`src/rtl/dnn_layer2_mac_if.sv`:
```
// Bundle between the layer-1 stage (master) and the layer-2 MAC (slave):
// activations, weights, results, status and FSM debug state.
interface dnn_layer2_mac_if #(
  parameter int IN_W   = 21,
  parameter int W_W    = 5,
  parameter int ACC_W  = 28,
  parameter int DROP_W = 8
) ();
  logic signed [IN_W-1:0]  y0, y1, y2, y3;
  logic                    stg_2_rdy;
  logic signed [W_W-1:0]   w48, w58, w68, w78;
  logic signed [W_W-1:0]   w49, w59, w69, w79;
  logic signed [ACC_W-1:0] z8, z9;
  logic                    stg_3_rdy;
  logic                    busy;
  logic [DROP_W-1:0]       drop_cnt;
  logic [1:0]              dbg_state;

  // Handshake: stg_2_rdy is a level-valid with no ready; a sample presented
  // while busy is high is dropped and counted. stg_3_rdy is a one-cycle
  // strobe marking new z8/z9, which then hold until the next strobe.
  modport master (
    output y0, y1, y2, y3, stg_2_rdy,
    output w48, w58, w68, w78, w49, w59, w69, w79,
    input  z8, z9, stg_3_rdy, busy, drop_cnt, dbg_state
  );

  modport slave (
    input  y0, y1, y2, y3, stg_2_rdy,
    input  w48, w58, w68, w78, w49, w59, w69, w79,
    output z8, z9, stg_3_rdy, busy, drop_cnt, dbg_state
  );
endinterface

```
`src/rtl/dnn_layer2_mac.sv`:
```
// Output layer of the DNN: z8 and z9 as 4-term dot products computed over
// 8 cycles with one shared multiplier, then presented with a one-cycle strobe.
module dnn_layer2_mac #(
  parameter int IN_W   = 21,
  parameter int W_W    = 5,
  parameter int ACC_W  = 28,
  parameter int RELU   = 0,
  parameter int DROP_W = 8
) (
  input  logic             clk,
  input  logic             rst,
  dnn_layer2_mac_if.slave  bus
);

  localparam int P_W = IN_W + W_W;

  typedef enum logic [1:0] {IDLE, MAC8, MAC9, DONE} state_t;

  state_t                  state;
  logic [1:0]              idx;
  logic signed [IN_W-1:0]  ycap  [4];
  logic signed [W_W-1:0]   w8cap [4];
  logic signed [W_W-1:0]   w9cap [4];
  logic signed [ACC_W-1:0] acc8, acc9;

  logic signed [IN_W-1:0]  mul_a;
  logic signed [W_W-1:0]   mul_b;
  logic signed [P_W-1:0]   prod;
  logic signed [ACC_W-1:0] prod_ext;

  // The single multiplier walks the captured vector; the weight column
  // follows the neuron currently being accumulated.
  always_comb begin
    mul_a = ycap[idx];
    mul_b = (state == MAC9) ? w9cap[idx] : w8cap[idx];
  end

  assign prod     = P_W'(mul_a) * P_W'(mul_b);
  assign prod_ext = ACC_W'(prod);

  function automatic logic signed [ACC_W-1:0] activate(input logic signed [ACC_W-1:0] v);
    if (RELU != 0 && v[ACC_W-1]) return '0;
    return v;
  endfunction

  assign bus.busy      = (state != IDLE);
  assign bus.dbg_state = state;

  always_ff @(posedge clk or posedge rst) begin
    if (rst) begin
      state         <= IDLE;
      idx           <= 2'd0;
      acc8          <= '0;
      acc9          <= '0;
      bus.z8        <= '0;
      bus.z9        <= '0;
      bus.stg_3_rdy <= 1'b0;
      bus.drop_cnt  <= '0;
      for (int i = 0; i < 4; i++) begin
        ycap[i]  <= '0;
        w8cap[i] <= '0;
        w9cap[i] <= '0;
      end
    end else begin
      bus.stg_3_rdy <= 1'b0;

      if (bus.stg_2_rdy && state != IDLE && bus.drop_cnt != {DROP_W{1'b1}})
        bus.drop_cnt <= bus.drop_cnt + DROP_W'(1);

      case (state)
        IDLE: begin
          if (bus.stg_2_rdy) begin
            ycap[0]  <= bus.y0;
            ycap[1]  <= bus.y1;
            ycap[2]  <= bus.y2;
            ycap[3]  <= bus.y3;
            w8cap[0] <= bus.w48;
            w8cap[1] <= bus.w58;
            w8cap[2] <= bus.w68;
            w8cap[3] <= bus.w78;
            w9cap[0] <= bus.w49;
            w9cap[1] <= bus.w59;
            w9cap[2] <= bus.w69;
            w9cap[3] <= bus.w79;
            acc8     <= '0;
            acc9     <= '0;
            idx      <= 2'd0;
            state    <= MAC8;
          end
        end
        MAC8: begin
          acc8 <= acc8 + prod_ext;
          idx  <= idx + 2'd1;
          if (idx == 2'd3) state <= MAC9;
        end
        MAC9: begin
          acc9 <= acc9 + prod_ext;
          idx  <= idx + 2'd1;
          if (idx == 2'd3) state <= DONE;
        end
        DONE: begin
          bus.z8        <= activate(acc8);
          bus.z9        <= activate(acc9);
          bus.stg_3_rdy <= 1'b1;
          state         <= IDLE;
        end
        default: state <= IDLE;
      endcase
    end
  end

endmodule

```
`src/flat_wrapper.sv`:
```
// flat-port wrapper written by rule: the top's interface ports become plain ports
module dnn_layer2_mac_flat 
#(
  parameter int IN_W   = 21,
  parameter int W_W    = 5,
  parameter int ACC_W  = 28,
  parameter int RELU   = 0,
  parameter int DROP_W = 8
)
  (clk, rst, bus_y0, bus_y1, bus_y2, bus_y3, bus_stg_2_rdy, bus_w48, bus_w58, bus_w68, bus_w78, bus_w49, bus_w59, bus_w69, bus_w79, bus_z8, bus_z9, bus_stg_3_rdy, bus_busy, bus_drop_cnt, bus_dbg_state);
  dnn_layer2_mac_if #(.IN_W(IN_W), .W_W(W_W), .ACC_W(ACC_W), .DROP_W(DROP_W)) bus_i ();
  input  logic clk;
  input  logic rst;
  input wire logic [$bits(bus_i.y0)-1:0] bus_y0;
  input wire logic [$bits(bus_i.y1)-1:0] bus_y1;
  input wire logic [$bits(bus_i.y2)-1:0] bus_y2;
  input wire logic [$bits(bus_i.y3)-1:0] bus_y3;
  input wire logic [$bits(bus_i.stg_2_rdy)-1:0] bus_stg_2_rdy;
  input wire logic [$bits(bus_i.w48)-1:0] bus_w48;
  input wire logic [$bits(bus_i.w58)-1:0] bus_w58;
  input wire logic [$bits(bus_i.w68)-1:0] bus_w68;
  input wire logic [$bits(bus_i.w78)-1:0] bus_w78;
  input wire logic [$bits(bus_i.w49)-1:0] bus_w49;
  input wire logic [$bits(bus_i.w59)-1:0] bus_w59;
  input wire logic [$bits(bus_i.w69)-1:0] bus_w69;
  input wire logic [$bits(bus_i.w79)-1:0] bus_w79;
  output wire logic [$bits(bus_i.z8)-1:0] bus_z8;
  output wire logic [$bits(bus_i.z9)-1:0] bus_z9;
  output wire logic [$bits(bus_i.stg_3_rdy)-1:0] bus_stg_3_rdy;
  output wire logic [$bits(bus_i.busy)-1:0] bus_busy;
  output wire logic [$bits(bus_i.drop_cnt)-1:0] bus_drop_cnt;
  output wire logic [$bits(bus_i.dbg_state)-1:0] bus_dbg_state;
  assign bus_i.y0 = bus_y0;
  assign bus_i.y1 = bus_y1;
  assign bus_i.y2 = bus_y2;
  assign bus_i.y3 = bus_y3;
  assign bus_i.stg_2_rdy = bus_stg_2_rdy;
  assign bus_i.w48 = bus_w48;
  assign bus_i.w58 = bus_w58;
  assign bus_i.w68 = bus_w68;
  assign bus_i.w78 = bus_w78;
  assign bus_i.w49 = bus_w49;
  assign bus_i.w59 = bus_w59;
  assign bus_i.w69 = bus_w69;
  assign bus_i.w79 = bus_w79;
  assign bus_z8 = bus_i.z8;
  assign bus_z9 = bus_i.z9;
  assign bus_stg_3_rdy = bus_i.stg_3_rdy;
  assign bus_busy = bus_i.busy;
  assign bus_drop_cnt = bus_i.drop_cnt;
  assign bus_dbg_state = bus_i.dbg_state;
  dnn_layer2_mac #(.IN_W(IN_W), .W_W(W_W), .ACC_W(ACC_W), .RELU(RELU), .DROP_W(DROP_W)) u_core (.clk(clk), .rst(rst), .bus(bus_i));
endmodule
```
`config.mk`:
```
export PLATFORM = sky130hd
export DESIGN_NAME = dnn_layer2_mac_flat
export DESIGN_NICKNAME = d
export VERILOG_FILES = /design/src/rtl/dnn_layer2_mac_if.sv /design/src/rtl/dnn_layer2_mac.sv /design/src/flat_wrapper.sv
export SDC_FILE = /design/constraint.sdc
export NUM_CORES = 1
export LEC_CHECK = 0
export CAP_MARGIN = 0
export CORE_MARGIN = 5
export CORE_UTILIZATION = 25
export DETAILED_ROUTE_END_ITERATION = 8
export DONT_BUFFER_PORTS = 1
export GPL_TIMING_DRIVEN = 0
export MAX_ROUTING_LAYER = met4
export SYNTH_ARGS = -nofsm -noshare
export SYNTH_HDL_FRONTEND = slang
export SYNTH_SLANG_ARGS = --single-unit
```
`constraint.sdc`:
```
create_clock -name clk -period 7.8 [get_ports clk]
set_input_delay 1.17 -clock clk [delete_from_list [all_inputs] [get_ports clk]]
set_output_delay 1.17 -clock clk [all_outputs]
set_load 0.1 [all_outputs]
```
==> results.rst, run 1 <==
.. list-table::
   :header-rows: 1

   * - Metric
     - Value
   * - Run status
     - complete, no violations
   * - Post-DP Area
     - ~0.018 mm²
   * - Post-synthesis async set-or-reset flop share
     - 100%
   * - H-tree level count
     - 1
   * - Portion of the post-synthesis area used by sequential elements
     - approximately two fifths
   * - Total number of clock tree sinks
     - 249
   * - Placement Rows
     - 93
   * - Die H
     - between 200 and 300 µm
   * - Capture point of the worst reg-to-reg path
     - u_core.acc9[27]
   * - Period utilization
     - between 90 and 100%
   * - Slowest stage cell, crit path
     - sky130_fd_sc_hd__mux4_2
   * - Root Buffer Master
     - sky130_fd_sc_hd__clkbuf_16
   * - Leading area contributor after synthesis
     - sky130_fd_sc_hd__dfrtp_1
   * - Initial antenna violation count
     - 25
   * - Max Root-Sink Buffers
     - 3
   * - R2R cell count
     - 30
   * - Top flip-flop cell by instance count after synthesis
     - sky130_fd_sc_hd__dfrtp_1
   * - GP Congestion
     - approximately 0.85
   * - Largest stage delay, worst path
     - ~0.53 ns
   * - Half-perimeter wire length of the detailed placement result
     - about 36000 µm
   * - Layout Cell Area excl Fill
     - around 0.019 mm²
   * - Initial cell density of the core
     - about a quarter
   * - Synthesis-to-finish area growth
     - 17.9%
   * - Nature of the critical path endpoint
     - flop
   * - Max cap viols
     - 0
   * - Sum of overflow across all layers after global routing
     - 0
   * - Yosys top cell area share
     - 38.1%
   * - Worst setup path end
     - u_core.acc9[27]
   * - Cell area after technology mapping
     - about 0.016 mm²
   * - Most used standard cell by instance count after synthesis
     - sky130_fd_sc_hd__dfrtp_1
   * - Post-route DRC violation count
     - 0
   * - Worst min-delay path category
     - input port to async pin
   * - First-pass GRT wire length
     - 69800 µm
   * - Post-Syn Nets
     - about 1800
   * - Post-synthesis instance total
     - ~1500
   * - Launch point of the worst path
     - u_core.idx[0]
   * - Data required time of the critical path
     - slightly above 8 ns
   * - Synthesized area divided by synthesized cell count
     - roughly 11 µm²
   * - Port bufs
     - 0
   * - Final WL
     - 45000 µm
   * - Remaining max-slew budget at the tightest pin
     - 27.7%
   * - Crit Reg-Reg Startpoint
     - u_core.idx[0]
   * - Maximum fanout along the worst path
     - 8
   * - Number of hold buffers added after CTS
     - 0
   * - Number of primary I/O pins
     - between 150 and 200
   * - Maximum number of pins on one net before global-route repair
     - 45
   * - Total number of vias
     - 11319
   * - First drt pass iteration count
     - 8
   * - Final Hold Vio Count
     - 0
   * - Share of post-route cells with drive strength above 1
     - between 20% and 30%
   * - Ranking of synthesized cells by area
     - sky130_fd_sc_hd__dfrtp_1, sky130_fd_sc_hd__mux2_2, sky130_fd_sc_hd__ha_1, sky130_fd_sc_hd__fa_1, sky130_fd_sc_hd__mux4_2
   * - Count of flip-flops with a built-in enable after synthesis
     - 0
   * - Clock tree skew after final layout
     - about 0.015 ns
   * - Core region area
     - 0.0647 mm²
   * - Register-to-register setup slack
     - roughly 0.21 ns
   * - Distinct cells, synth
     - 71
   * - Post-CTS clock slew at the launch and capture registers of the worst setup and hold paths
     - roughly 0.060 ns
   * - Iteration-0 DRC count of the detailed router
     - between 600 and 700
   * - Highest clock frequency the design can meet
     - 132 MHz
   * - Classification of the worst setup path
     - flop to flop
   * - Data arrival time of the critical path
     - 8.07 ns
   * - CTS tree
     - built
   * - Die outline area
     - roughly 0.071 mm²
   * - Warnings from Yosys
     - 0
   * - Number of synthesized register bits
     - 249
   * - Layout Nets
     - approximately 1800
   * - Clock latency of the later-clocked register in the worst-skew pair
     - 0.56 ns
   * - Routed Antenna Nets
     - 0
   * - Slew at the pin with the worst max-slew slack
     - around 1.1 ns
   * - Routed wire per std cell
     - 18.5 µm
   * - Leading post-synthesis cells by instance count
     - sky130_fd_sc_hd__dfrtp_1, sky130_fd_sc_hd__mux2_2, sky130_fd_sc_hd__inv_1, sky130_fd_sc_hd__ha_1, sky130_fd_sc_hd__nor2b_1
   * - Post-layout minimum cycle time
     - around 7.6 ns
   * - Number of buffers created by CTS
     - 29
   * - Count of pins over their slew limit
     - 0
   * - Sort of element at the start of the critical path
     - flop
   * - Routed via count divided by cell count
     - 4.64
   * - Final number of setup-violating endpoints
     - 0
   * - Horizontal extent of the die
     - 266 µm
   * - Vias in the first global route
     - 11790
   * - Total Routing Usage GR
     - about an eighth
-- worst min-delay path by stage --
stage	startpoint	slack, ns	depth (start not counted)	endpoint
6_report	rst	0.45	1	u_core.ycap[69]
5_1_grt	rst	0.44	1	u_core.bus.drop_cnt[7]
4_1_cts	rst	0.42	1	u_core.bus.drop_cnt[7]
3_5_place_dp	u_core.ycap[37]	0.49	1	u_core.ycap[37]
3_3_place_gp	u_core.w8cap[5]	0.48	1	u_core.w8cap[5]
2_1_floorplan	u_core.acc8[22]	0.47	2	u_core.acc8[22]
-- cell type report --
type,count,area (µm²)
fillers,6643,45400
multi-input cells,1021,9730
flip-flops and latches,249,6240
well taps,855,1070
clock buffers,38,800
inverters,146,554
repair buffers,41,395
plain buffers,48,313
clock inverters,15,143
diodes,24,60.1
-- state kept, by name, summed over array words and instances, names as in the netlist --
register / count
u_core.bus.drop_cnt: 8
u_core.acc9: 28
u_core.w9cap: 20
u_core.bus.stg_3_rdy: 1
u_core.bus.z8: 28
u_core.ycap: 84
u_core.idx: 2
u_core.bus.dbg_state: 2
u_core.w8cap: 20
u_core.bus.z9: 28
u_core.acc8: 28
-- placed cells by master (no fill, tap or decap), drive strengths merged, types with 13 or more instances in the layout --
cell type  Yosys  layout
dfrtp        249     249
nor2          45      45
mux2         183     183
nor2b         82      82
o21ai         76      76
nor3          13      13
a21oi         58      58
nand3         20      20
nand2b        15      15
xor2          27      27
mux4          31      31
inv          146     147
buf            6      50
a21o          25      25
xnor2         43      43
ha           109     109
o21bai        15      15
diode          0      24
fa            67      67
clkbuf        45      77
nand2         81      81
-- stage by stage --
stage | std cells | setup TNS [ns] | util, % | hold WS, ns | worst slack, ns
floorplan | 1467 | -0.240 | - | 0.470 | -0.240
global placement | 2322 | -19.78 | 27.0 | 0.482 | -1.61
CTS | 2402 | -0.0476 | 29.3 | 0.424 | -0.0476
global route | 2435 | -0.0682 | 29.8 | 0.444 | -0.0408
detailed placement | 2328 | -24.84 | 27.1 | 0.487 | -1.78
finish | 2437 | 0 | 29.8 | 0.447 | 0.207
-- what timing repair did --
item | CTS | global route
buffers inserted | 23 | 12
resized for setup | 75 | 34
hold endpoints to repair | 0 | 0
gates cloned | 0 | 0
pin swaps | 13 | 32
endpoints found under the setup margin | 31 | 5
-- per-layer routing --
layer,track usage (%),wire length (µm),up-vias
met5,-,0,-
met4,2.75,1050,0
met3,4.37,3530,69
met2,20.7,21100,304
met1,15.7,19300,5639
li1,-,-,5307
-- cell families after synthesis --
family | Yosys count | share of synthesized area (%)
AOI/OAI and AO/OA | 258 | 10.5
xor gates and xnor gates | 70 | 3.75
adders and majority gates | 176 | 16.5
buffers and inverters | 197 | 4.58
DFF | 249 | 38.1
muxes | 220 | 17.2
and+or+nand+nor | 297 | 9.33
-- critical path, delay by kind of cell (launching register included) --
family / cells / cell delay [ns]
AOI/OAI and AO/OA: 11 / 2.42
DFF: 1 / 0.41
and+or+nand+nor: 7 / 0.95
adders and majority gates: 5 / 2.13
muxes: 2 / 0.84
buffers and inverters: 4 / 0.57
xor gates and xnor gates: 1 / 0.17
Power of run 1 is left out: the tool's default activity adds up to more than one toggle a clock period on the data nets, which glitch-free logic cannot reach.
==> inputs of run 2 (changes only) <==
- CORE_MARGIN: 5 -> 2
==> run 2 against run 1 <==
Net effect: utilization grew 0.37 points; fmax shrank 0.51%; die area shrank 4.5%; largest cell class unchanged.
==> results.rst, run 2 (same netlist as run 1, synthesis figures left out) <==
.. list-table::
   :header-rows: 1

   * - Metric
     - Value
   * - Run status
     - complete, no violations
   * - R2R cell count
     - 30 (unchanged)
   * - Final WL
     - 44600 µm (-0.86%)
   * - Number of cells in the design after placement
     - 2329 (+0.043%)
   * - Share of post-route cells with drive strength above 1
     - 25.7% (+1.1 points)
   * - Total number of vias
     - 11301 (-0.16%)
   * - First drt pass iteration count
     - 5 (-3)
   * - Final number of setup-violating endpoints
     - 0 (unchanged)
   * - Data required time of the critical path
     - 8.28 ns (about the same)
   * - Nature of the critical path endpoint
     - flop
   * - CP most frequent cell
     - sky130_fd_sc_hd__fa_1
   * - Leading cell type in the layout, fill and taps excluded
     - sky130_fd_sc_hd__dfrtp_1
   * - Number of buffers created by CTS
     - 28 (-3.4%)
   * - Die H
     - 260 µm (-2.3%)
   * - Post-route DRC violation count
     - 0 (unchanged)
   * - Slew at the pin with the worst max-slew slack
     - 1.09 ns (+0.00974 ns)
   * - First-pass GRT wire length
     - 69200 µm (-0.89%)
   * - Port bufs
     - 0 (unchanged)
   * - Routed wire per std cell
     - 18.3 µm (-1.1%)
   * - Horizontal extent of the die
     - 260 µm (-2.3%)
   * - CP delay by family, top
     - compound AO/OA/AOI/OAI gates
   * - Routed Antenna Nets
     - 0 (unchanged)
   * - Period utilization
     - 97.9% (+0.50 points)
   * - Max cap viols
     - 0 (unchanged)
   * - Flip-flop count of the largest register after layout
     - 84 (unchanged)
   * - Count of pins over their slew limit
     - 0 (unchanged)
   * - Number of primary I/O pins
     - 195 (unchanged)
   * - Clock tree skew after final layout
     - 0.0171 ns (+0.00169 ns)
   * - Maximum number of pins on one net before global-route repair
     - 45 (unchanged)
   * - Die outline area
     - 0.0675 mm² (-4.5%)
   * - Largest stage delay, worst path
     - 0.54 ns (about the same)
   * - Highest clock frequency the design can meet
     - 131 MHz (-0.51%)
   * - GP Congestion
     - 0.867 (+2.2%)
   * - Maximum fanout along the worst path
     - 7 (-1)
   * - Max Root-Sink Buffers
     - 3 (unchanged)
   * - Met3 capacity usage during global routing
     - 3.69% (-0.67 points)
   * - Clock latency of the later-clocked register in the worst-skew pair
     - 0.56 ns (about the same)
   * - Fill count
     - 6558 (-1.3%)
   * - Top reg by flops
     - u_core.ycap
   * - Final Hold Vio Count
     - 0 (unchanged)
   * - Classification of the worst setup path
     - flop to flop
   * - Crit Reg-Reg Startpoint
     - u_core.idx[0]
   * - Worst min-delay path category
     - input port to async pin
   * - Capture point of the worst reg-to-reg path
     - u_core.acc9[27]
   * - Routed via count divided by cell count
     - 4.63 (-0.36%)
   * - Layout Nets
     - 1852 (+0.71%)
   * - Placement Rows
     - 93 (unchanged)
   * - Total number of clock tree sinks
     - 249 (unchanged)
   * - Initial antenna violation count
     - 18 (-28%)
   * - Post-CTS clock slew at the launch and capture registers of the worst setup and hold paths
     - 0.07 ns (about the same)
   * - CTS tree
     - built
   * - Iteration-0 DRC count of the detailed router
     - 655 (unchanged)
   * - H-tree level count
     - 1 (unchanged)
   * - GRT met2 Usage
     - 21.7% (+1.1 points)
   * - Most crowded layer after global routing
     - met2
   * - Register-to-register setup slack
     - 0.17 ns (-0.04 ns)
   * - Remaining max-slew budget at the tightest pin
     - 27.1% (-0.65 points)
   * - Synthesis-to-finish area growth
     - 19.1%
   * - Most used cells in the layout excluding fill and tap cells
     - sky130_fd_sc_hd__dfrtp_1, sky130_fd_sc_hd__mux2_2, sky130_fd_sc_hd__inv_1
   * - Sort of element at the start of the critical path
     - flop
   * - Sum of buffers and inverters on the critical path
     - 4 (unchanged)
   * - Core region area
     - 0.0646 mm² (-0.18%)
   * - Post-layout minimum cycle time
     - 7.63 ns (+0.0389 ns)
   * - Vias in the first global route
     - 11955 (+1.4%)
   * - Initial cell density of the core
     - 25.3% (+0.046 points)
   * - Unrepaired setup endpoints after global routing
     - true
   * - Number of non-filler instances in the completed layout
     - 2442 (+0.21%)
   * - Data arrival time of the critical path
     - 8.11 ns (+0.04 ns)
   * - Total Routing Usage GR
     - 13.5% (+0.67 points)
   * - Half-perimeter wire length of the detailed placement result
     - 34900 µm (-2.4%)
   * - Met1 GRT Util
     - 16.7% (+0.91 points)
   * - Root Buffer Master
     - sky130_fd_sc_hd__clkbuf_16
   * - Slowest stage cell, crit path
     - sky130_fd_sc_hd__mux4_2
   * - Sum of overflow across all layers after global routing
     - 0 (unchanged)
run 2: cell count changes in the layout (fill, tap and decap cells not counted), moves of 2 or more:
cell                        change
sky130_fd_sc_hd__nor2b_1        -2
sky130_fd_sc_hd__bufinv_16      +3
sky130_fd_sc_hd__clkbuf_1       -3
sky130_fd_sc_hd__buf_4         +13
sky130_fd_sc_hd__buf_6          +2
sky130_fd_sc_hd__clkinv_4       -2
sky130_fd_sc_hd__clkbuf_8       +2
sky130_fd_sc_hd__clkinv_2       -5
sky130_fd_sc_hd__diode_2        -6
sky130_fd_sc_hd__nor2b_2        +2
run 2: worst max path at each step:
stage,startpoint,end,slack (ns),cells past startpoint
after global placement,u_core.bus.dbg_state[0],u_core.acc9[27],-1.60,31
after CTS,u_core.idx[0],u_core.acc9[27],0.02,31
final,u_core.idx[0],u_core.acc9[27],0.17,30
after floorplan,u_core.bus.dbg_state[0],u_core.acc9[27],-0.24,31
after detailed placement,u_core.bus.dbg_state[0],u_core.acc9[27],-1.80,31
after global routing,u_core.bus.dbg_state[0],u_core.acc9[27],-0.06,30
run 2: layout make-up:
class | instances | area, µm² | area share, %
inverters | 146 | 554 | 2.84
multi-input cells | 1021 | 9720 | 49.9
flip-flops and latches | 249 | 6240 | 32.0
plain buffers | 49 | 320 | 1.64
repair buffers | 54 | 529 | 2.71
clock buffers | 37 | 816 | 4.18
clock inverters | 13 | 206 | 1.06
diodes | 18 | 45.0 | 0.231
well taps | 855 | 1070 | 5.49
run 2: metrics by stage:
step | hold WS (ns) | utilization, % | cell area, µm² | setup TNS (ns) | setup WS [ns]
floorplan | 0.470 | - | 16400 | -0.240 | -0.240
detailed placement | 0.488 | 27.2 | 17600 | -23.45 | -1.80
global route | 0.481 | 30.2 | 19500 | -0.0756 | -0.0645
global placement | 0.482 | 27.0 | 17400 | -19.33 | -1.60
finish | 0.483 | 30.2 | 19500 | 0 | 0.168
CTS | 0.463 | 29.8 | 19200 | 0 | 0.0181
run 2: routing by layer:
layer | vias to the layer above | share of wire, %
met5 | - | 0
met4 | 0 | 2.6
met3 | 71 | 6.9
met2 | 306 | 47
met1 | 5606 | 44
li1 | 5318 | -
run 2: timing repair:
| item | CTS | global route |
|---|---|---|
| resized for setup | 76 | 41 |
| pin swaps | 19 | 40 |
| endpoints found under the setup margin | 31 | 5 |
| gates cloned | 1 | 0 |
| setup buffers | 33 | 13 |
| hold buffers | 0 | 0 |
Power of run 2 is left out for the same reason.
